===== src/rtl/seg_display_master.sv =====
// Avalon-MM master that pushes a prescaled BCD/binary counter into a segment-display slave register.
// Defining SEG_READBACK_VERIFY_EN adds a readback check after every write (sticky verify_error).
module seg_display_master #(
    parameter int unsigned TICK_DIV     = 50000000,
    parameter logic [3:0]  TARGET_ADDR  = 4'h0,
    parameter logic [3:0]  BYTE_EN      = 4'hF,
    parameter bit          BCD_MODE     = 1'b1,
    parameter int unsigned READ_LATENCY = 2
) (
    input  logic        clk,
    input  logic        reset,
    input  logic        enable,
    input  logic        clear,
    output logic [3:0]  master_address,
    output logic        master_write,
    output logic        master_read,
    output logic [31:0] master_writedata,
    output logic [3:0]  master_byteenable,
    input  logic [31:0] master_readdata,
    input  logic        master_waitrequest,
    output logic [31:0] count_value,
    output logic        busy,
    output logic        verify_error
);
    localparam int            PW         = (TICK_DIV > 2) ? $clog2(TICK_DIV) : 1;
    localparam logic [PW-1:0] PRESC_LAST = PW'(TICK_DIV - 1);
    localparam logic [PW-1:0] PRESC_ONE  = PW'(1'b1);
    localparam logic [PW-1:0] PRESC_ZERO = PW'(1'b0);

    typedef enum logic [1:0] {
        IDLE  = 2'd0,
        WRITE = 2'd1,
        READ  = 2'd2,
        RWAIT = 2'd3
    } state_t;

    state_t        state_r;
    state_t        state_s;
    logic [PW-1:0] presc_r;
    logic [31:0]   count_r;
    logic [31:0]   wdata_r;
    logic          pending_r;
    logic          tick_s;
    logic          latch_s;
    logic          write_s;
    logic          read_s;
    logic          master_write_r;
    logic [3:0]    master_address_r;
    logic [3:0]    master_byteenable_r;
    logic          busy_r;

    // Next counter value: decimal ripple per nibble in BCD mode, plain increment otherwise.
    function automatic logic [31:0] next_count(input logic [31:0] cur);
        logic [31:0] res;
        logic        carry;
        res   = cur;
        carry = 1'b1;
        if (BCD_MODE) begin
            for (int i = 0; i < 8; i++) begin
                if (carry && (cur[4*i +: 4] >= 4'd9)) begin
                    res[4*i +: 4] = 4'd0;
                end else if (carry) begin
                    res[4*i +: 4] = cur[4*i +: 4] + 4'd1;
                    carry         = 1'b0;
                end else begin
                    res[4*i +: 4] = cur[4*i +: 4];
                end
            end
        end else begin
            res = cur + 32'd1;
        end
        return res;
    endfunction

    assign tick_s = enable && (presc_r == PRESC_LAST);

    // Prescaler and display counter; clear outranks a coincident tick.
    always_ff @(posedge clk or posedge reset) begin
        if (reset) begin
            presc_r <= PRESC_ZERO;
            count_r <= 32'd0;
        end else if (clear) begin
            presc_r <= PRESC_ZERO;
            count_r <= 32'd0;
        end else if (tick_s) begin
            presc_r <= PRESC_ZERO;
            count_r <= next_count(count_r);
        end else if (enable) begin
            presc_r <= presc_r + PRESC_ONE;
        end
    end

    // Pending write request; a fresh tick/clear wins over the FSM consuming the old one.
    always_ff @(posedge clk or posedge reset) begin
        if (reset) begin
            pending_r <= 1'b1;
        end else if (clear || tick_s) begin
            pending_r <= 1'b1;
        end else if (latch_s) begin
            pending_r <= 1'b0;
        end
    end

`ifdef SEG_READBACK_VERIFY_EN
    localparam logic [2:0] LAT_LAST = 3'(READ_LATENCY - 1);

    logic [2:0] lat_r;
    logic       sample_s;
    logic       master_read_r;
    logic       verify_error_r;
`else
    assign read_s = 1'b0;
`endif

    // Next-state and request decode; a request drops the cycle after it is accepted.
    always_comb begin
        state_s = state_r;
        latch_s = 1'b0;
        write_s = 1'b0;
`ifdef SEG_READBACK_VERIFY_EN
        read_s   = 1'b0;
        sample_s = 1'b0;
`endif
        case (state_r)
            IDLE: begin
                if (pending_r) begin
                    latch_s = 1'b1;
                    state_s = WRITE;
                end else begin
                    state_s = IDLE;
                end
            end
            WRITE: begin
                if (master_write_r && !master_waitrequest) begin
`ifdef SEG_READBACK_VERIFY_EN
                    state_s = READ;
`else
                    state_s = IDLE;
`endif
                end else begin
                    write_s = 1'b1;
                end
            end
`ifdef SEG_READBACK_VERIFY_EN
            READ: begin
                if (master_read_r && !master_waitrequest) begin
                    state_s = RWAIT;
                end else begin
                    read_s = 1'b1;
                end
            end
            RWAIT: begin
                if (lat_r == LAT_LAST) begin
                    sample_s = 1'b1;
                    state_s  = IDLE;
                end else begin
                    state_s = RWAIT;
                end
            end
`endif
            default: begin
                state_s = IDLE;
            end
        endcase
    end

    // State register and registered bus outputs.
    always_ff @(posedge clk or posedge reset) begin
        if (reset) begin
            state_r             <= IDLE;
            master_write_r      <= 1'b0;
            master_address_r    <= 4'h0;
            master_byteenable_r <= 4'h0;
            wdata_r             <= 32'd0;
            busy_r              <= 1'b0;
        end else begin
            state_r             <= state_s;
            master_write_r      <= write_s;
            master_address_r    <= (write_s || read_s) ? TARGET_ADDR : 4'h0;
            master_byteenable_r <= (write_s || read_s) ? BYTE_EN : 4'h0;
            busy_r              <= (state_s != IDLE);
            if (latch_s) begin
                wdata_r <= count_r;
            end
        end
    end

`ifdef SEG_READBACK_VERIFY_EN
    // Read request, latency counter and sticky mismatch flag.
    always_ff @(posedge clk or posedge reset) begin
        if (reset) begin
            master_read_r  <= 1'b0;
            lat_r          <= 3'd0;
            verify_error_r <= 1'b0;
        end else begin
            master_read_r <= read_s;
            lat_r         <= ((state_r == RWAIT) && !sample_s) ? lat_r + 3'd1 : 3'd0;
            if (sample_s && (master_readdata != wdata_r)) begin
                verify_error_r <= 1'b1;
            end
        end
    end

    assign master_read  = master_read_r;
    assign verify_error = verify_error_r;
`else
    logic unused_s;
    assign unused_s     = ^{master_readdata, READ_LATENCY[2:0]};
    assign master_read  = 1'b0;
    assign verify_error = 1'b0;
`endif

    assign master_write      = master_write_r;
    assign master_address    = master_address_r;
    assign master_byteenable = master_byteenable_r;
    assign master_writedata  = wdata_r;
    assign count_value       = count_r;
    assign busy              = busy_r;
endmodule

===== config.mk =====
export PLATFORM = sky130hd
export DESIGN_NAME = seg_display_master
export DESIGN_NICKNAME = d
export VERILOG_FILES = /design/src/rtl/seg_display_master.sv
export SDC_FILE = /design/constraint.sdc
export NUM_CORES = 1
export LEC_CHECK = 0
export CAP_MARGIN = 30
export CORE_ASPECT_RATIO = 1.75
export CORE_MARGIN = 4
export CORE_UTILIZATION = 52
export CTS_BUF_LIST = sky130_fd_sc_hd__clkbuf_8
export DETAILED_ROUTE_END_ITERATION = 16
export PLACE_DENSITY = 0.92
export SYNTH_ARGS = -nofsm -noshare
export SYNTH_HDL_FRONTEND = slang
export SYNTH_SLANG_ARGS = --single-unit

===== constraint.sdc =====
create_clock -name clk -period 3.86 [get_ports clk]
set_clock_uncertainty 0.15 [all_clocks]
set_input_delay 0.772 -clock clk [delete_from_list [all_inputs] [get_ports clk]]
set_output_delay 0.772 -clock clk [all_outputs]
set_load 0.1 [all_outputs]

==> flow_metrics.env <==
export IMPL_post_cts_setup_buffer_count=0
export IMPL_wirelength_microns=11100
export IMPL_setup_tns_final_ns=0
export IMPL_drive_gt1_frac=0.139
export IMPL_irDropWorstVdd_v=0.000191
export IMPL_dpl_hpwl_microns=8050
export IMPL_gr_total_overflow=0
export IMPL_p_int_w=0.00144
export IMPL_gp_congestion=0.900
export IMPL_synth_top_cell_area_share=0.479
export IMPL_grt_pass1_vias=4071
export IMPL_layout_nets=598
export IMPL_yosys_warnings=0
export IMPL_placed_cell_area_sq_um=5750
export IMPL_start_util=0.536
export IMPL_path_class="primary input to register"
export IMPL_power_frac_clock=0.329
export IMPL_synth_avg_cell_area_sq_um=10.6
export IMPL_yosys_area_top_type="dfrtp_1"
export IMPL_cts_num_sinks=95
export IMPL_clk_latency_ns=0.37
export IMPL_first_iter_violations=339
export IMPL_rr_worst_depth=7
export IMPL_design_area_sq_um=5960
export IMPL_die_y_microns=137
export IMPL_vias_per_cell=5.84
export IMPL_clk_pin_slew_ns=0.09
export IMPL_startpoint="enable"
export IMPL_syn_inst=461
export IMPL_grt_max_degree=96
export IMPL_rr_startpoint="count_value[8]"
export IMPL_numPortBuffers=74
export IMPL_antenna_left=0
export IMPL_yosysSeqAreaShare=0.485
export IMPL_grt_antenna_before_repair=0
export IMPL_netSwitchingFraction=0.296
export IMPL_critPathRequiredTime_ns=4.00
export IMPL_pin_count=113
export IMPL_synth_async_reset_ratio=1.00
export IMPL_seq_power_share=0.504
export IMPL_ys_flop_type="dfrtp_1"
export IMPL_total_power_w=0.00205
export IMPL_synth_cell_types=60
export IMPL_wl_per_cell_microns=16.7
export IMPL_h_tree_depth=3
export IMPL_pwr_share_comb=0.167
export IMPL_fp_dieW_microns=81.4
export IMPL_postCtsResizedCells=0
export IMPL_crit_path_start_kind="primary input"
export IMPL_synth_edff_count=0
export IMPL_crit_path_end="count_value[26]"
export IMPL_outcome="finished, final reports clean"
export IMPL_track_usage=0.215
export IMPL_yosysMostFrequentCell="dfrtp_1"
export IMPL_grt_pass1_wl_microns=18600
export IMPL_crit_fanout=11
export IMPL_fmax_ghz=0.321
export IMPL_cts_hold_buf=0
export IMPL_core_sq_um=9150
export IMPL_clockRootBuffer="clkbuf_8"
export IMPL_end_kind="register"
export IMPL_hold_path_class="register to register"
export IMPL_cts_path_max_buffers=2
export IMPL_maxSlewHeadroom=0.333
export IMPL_switchingPower_w=0.000606
export IMPL_tightest_slew_ns=0.997
export IMPL_setup_viol=0
export IMPL_synth_commonest_cells="dfrtp_1 (94), nor2_1 (40), mux2_2 (32)"
export IMPL_syn_cell_area_sq_um=4910
export IMPL_rrSetupSlack_ns=0.99
export IMPL_rsz0062_at_grt="no"
export IMPL_finalCriticalPeriod_ns=3.12
export IMPL_hold_viol_final=0
export IMPL_antenna_cells=0
export IMPL_drc=0
export IMPL_finalMaxSlewViolations=0
export IMPL_cp_arrival_ns=3.26
export IMPL_timing_rr_end="count_value[26]"
export IMPL_die_area_sq_um=11100
export IMPL_vias=3863
export IMPL_p_leak_nw=2.56
export IMPL_synth_area_leaders="dfrtp_1 (48%), mux2_2 (7.3%), ha_1 (6.4%)"
export IMPL_cts_buffers=9
export IMPL_area_growth_pct=21.4
export IMPL_min_period_over_period=0.808
export IMPL_synth_seq_cells=95
export IMPL_fp_row_count=46
export IMPL_firstDrtPassIters=5
export IMPL_cts_tree="done"
export IMPL_power_density_nw_per_um2=344
export IMPL_max_cap_violations=0
power groups by stage:
| stage | registers [W] | clock network [W] | logic [W] |
|---|---|---|---|
| after floorplan | 0.00116 | 0 | 0.000170 |
| after global placement | 0.00105 | 0 | 0.000335 |
| after detailed placement | 0.00105 | 0 | 0.000345 |
| after CTS | 0.00103 | 0.000688 | 0.000345 |
| after global routing | 0.00104 | 0.000730 | 0.000357 |
| final | 0.00103 | 0.000674 | 0.000343 |
worst min-delay path by stage:
stage,endpoint,cells past startpoint,start
3_5_place_dp,pending_r,2,pending_r
2_1_floorplan,master_byteenable[2],1,state_r[1]
6_report,pending_r,2,pending_r
3_3_place_gp,pending_r,2,pending_r
5_1_grt,master_writedata[25],1,master_writedata[25]
4_1_cts,pending_r,2,pending_r
worst max-delay path, stage by stage:
cell             delay [ns]
clkdlybuf4s50_1        0.48
nor4bb_1               0.49
and4_1                 0.35
nand4_1                0.36
or4_1                  0.64
a21oi_1                0.17
sequential cells by signal (all words and copies together), names as in the netlist:
register / count
master_byteenable: 1
presc_r: 26
busy: 1
count_value: 32
state_r: 2
master_writedata: 32
pending_r: 1
cell usage in the layout (no fill, tap or decap), types with 5 or more instances in the layout:
master           count
dfrtp_1             94
or4_1                5
ha_1                25
nand4_1             13
and4_1               5
nand2_1             24
mux2_2              32
xor2_1              14
nor4_1               5
buf_4                8
nor3b_1              5
a31oi_1              5
nand3_1             19
xnor2_1              8
clkbuf_8            12
or3_1                5
conb_1               7
nor2_1              40
o21ai_0             19
inv_1               24
nor3_1               6
a21oi_1             22
clkdlybuf4s50_1     73
per-stage QoR:
| stage | util | hold slack, ns | worst slack [ns] | instances |
|---|---|---|---|---|
| 3_3_place_gp | 0.628 | 0.330 | 0.500 | 645 |
| 2_1_floorplan | - | 0.291 | 0.463 | 467 |
| 4_1_cts | 0.651 | 0.355 | 0.805 | 661 |
| 6_report | 0.651 | 0.353 | 0.740 | 661 |
| 3_5_place_dp | 0.628 | 0.341 | 0.433 | 645 |
| 5_1_grt | 0.651 | 0.371 | 0.647 | 661 |
area by class of cell:
| type | count | area (sq um) |
|---|---|---|
| well taps | 120 | 150 |
| multi-input cells | 324 | 2320 |
| clock inverters | 4 | 43.8 |
| clock buffers | 12 | 165 |
| repair buffers | 82 | 811 |
| fillers | 648 | 3190 |
| flip-flops and latches | 95 | 2380 |
| inverters | 24 | 92.6 |
cell families after synthesis:
group / after synthesis / share of synthesized area
compound gates: 69 / 0.0882
xor+xnor: 22 / 0.0393
fa+ha+maj: 25 / 0.0637
buf+inv: 48 / 0.0487
flops: 95 / 0.485
mux: 32 / 0.0734
other cells: 1 / 0.000764
simple gates: 169 / 0.201
routing by layer:
metal / routed length [microns] / GRT usage / share of wire
met4: 325 / 0.133 / 0.029
met5: 0 / 0 / 0
met2: 6210 / 0.390 / 0.56
met1: 4060 / 0.231 / 0.37
met3: 467 / 0.0237 / 0.042
Power figures use the tool's default switching activity.
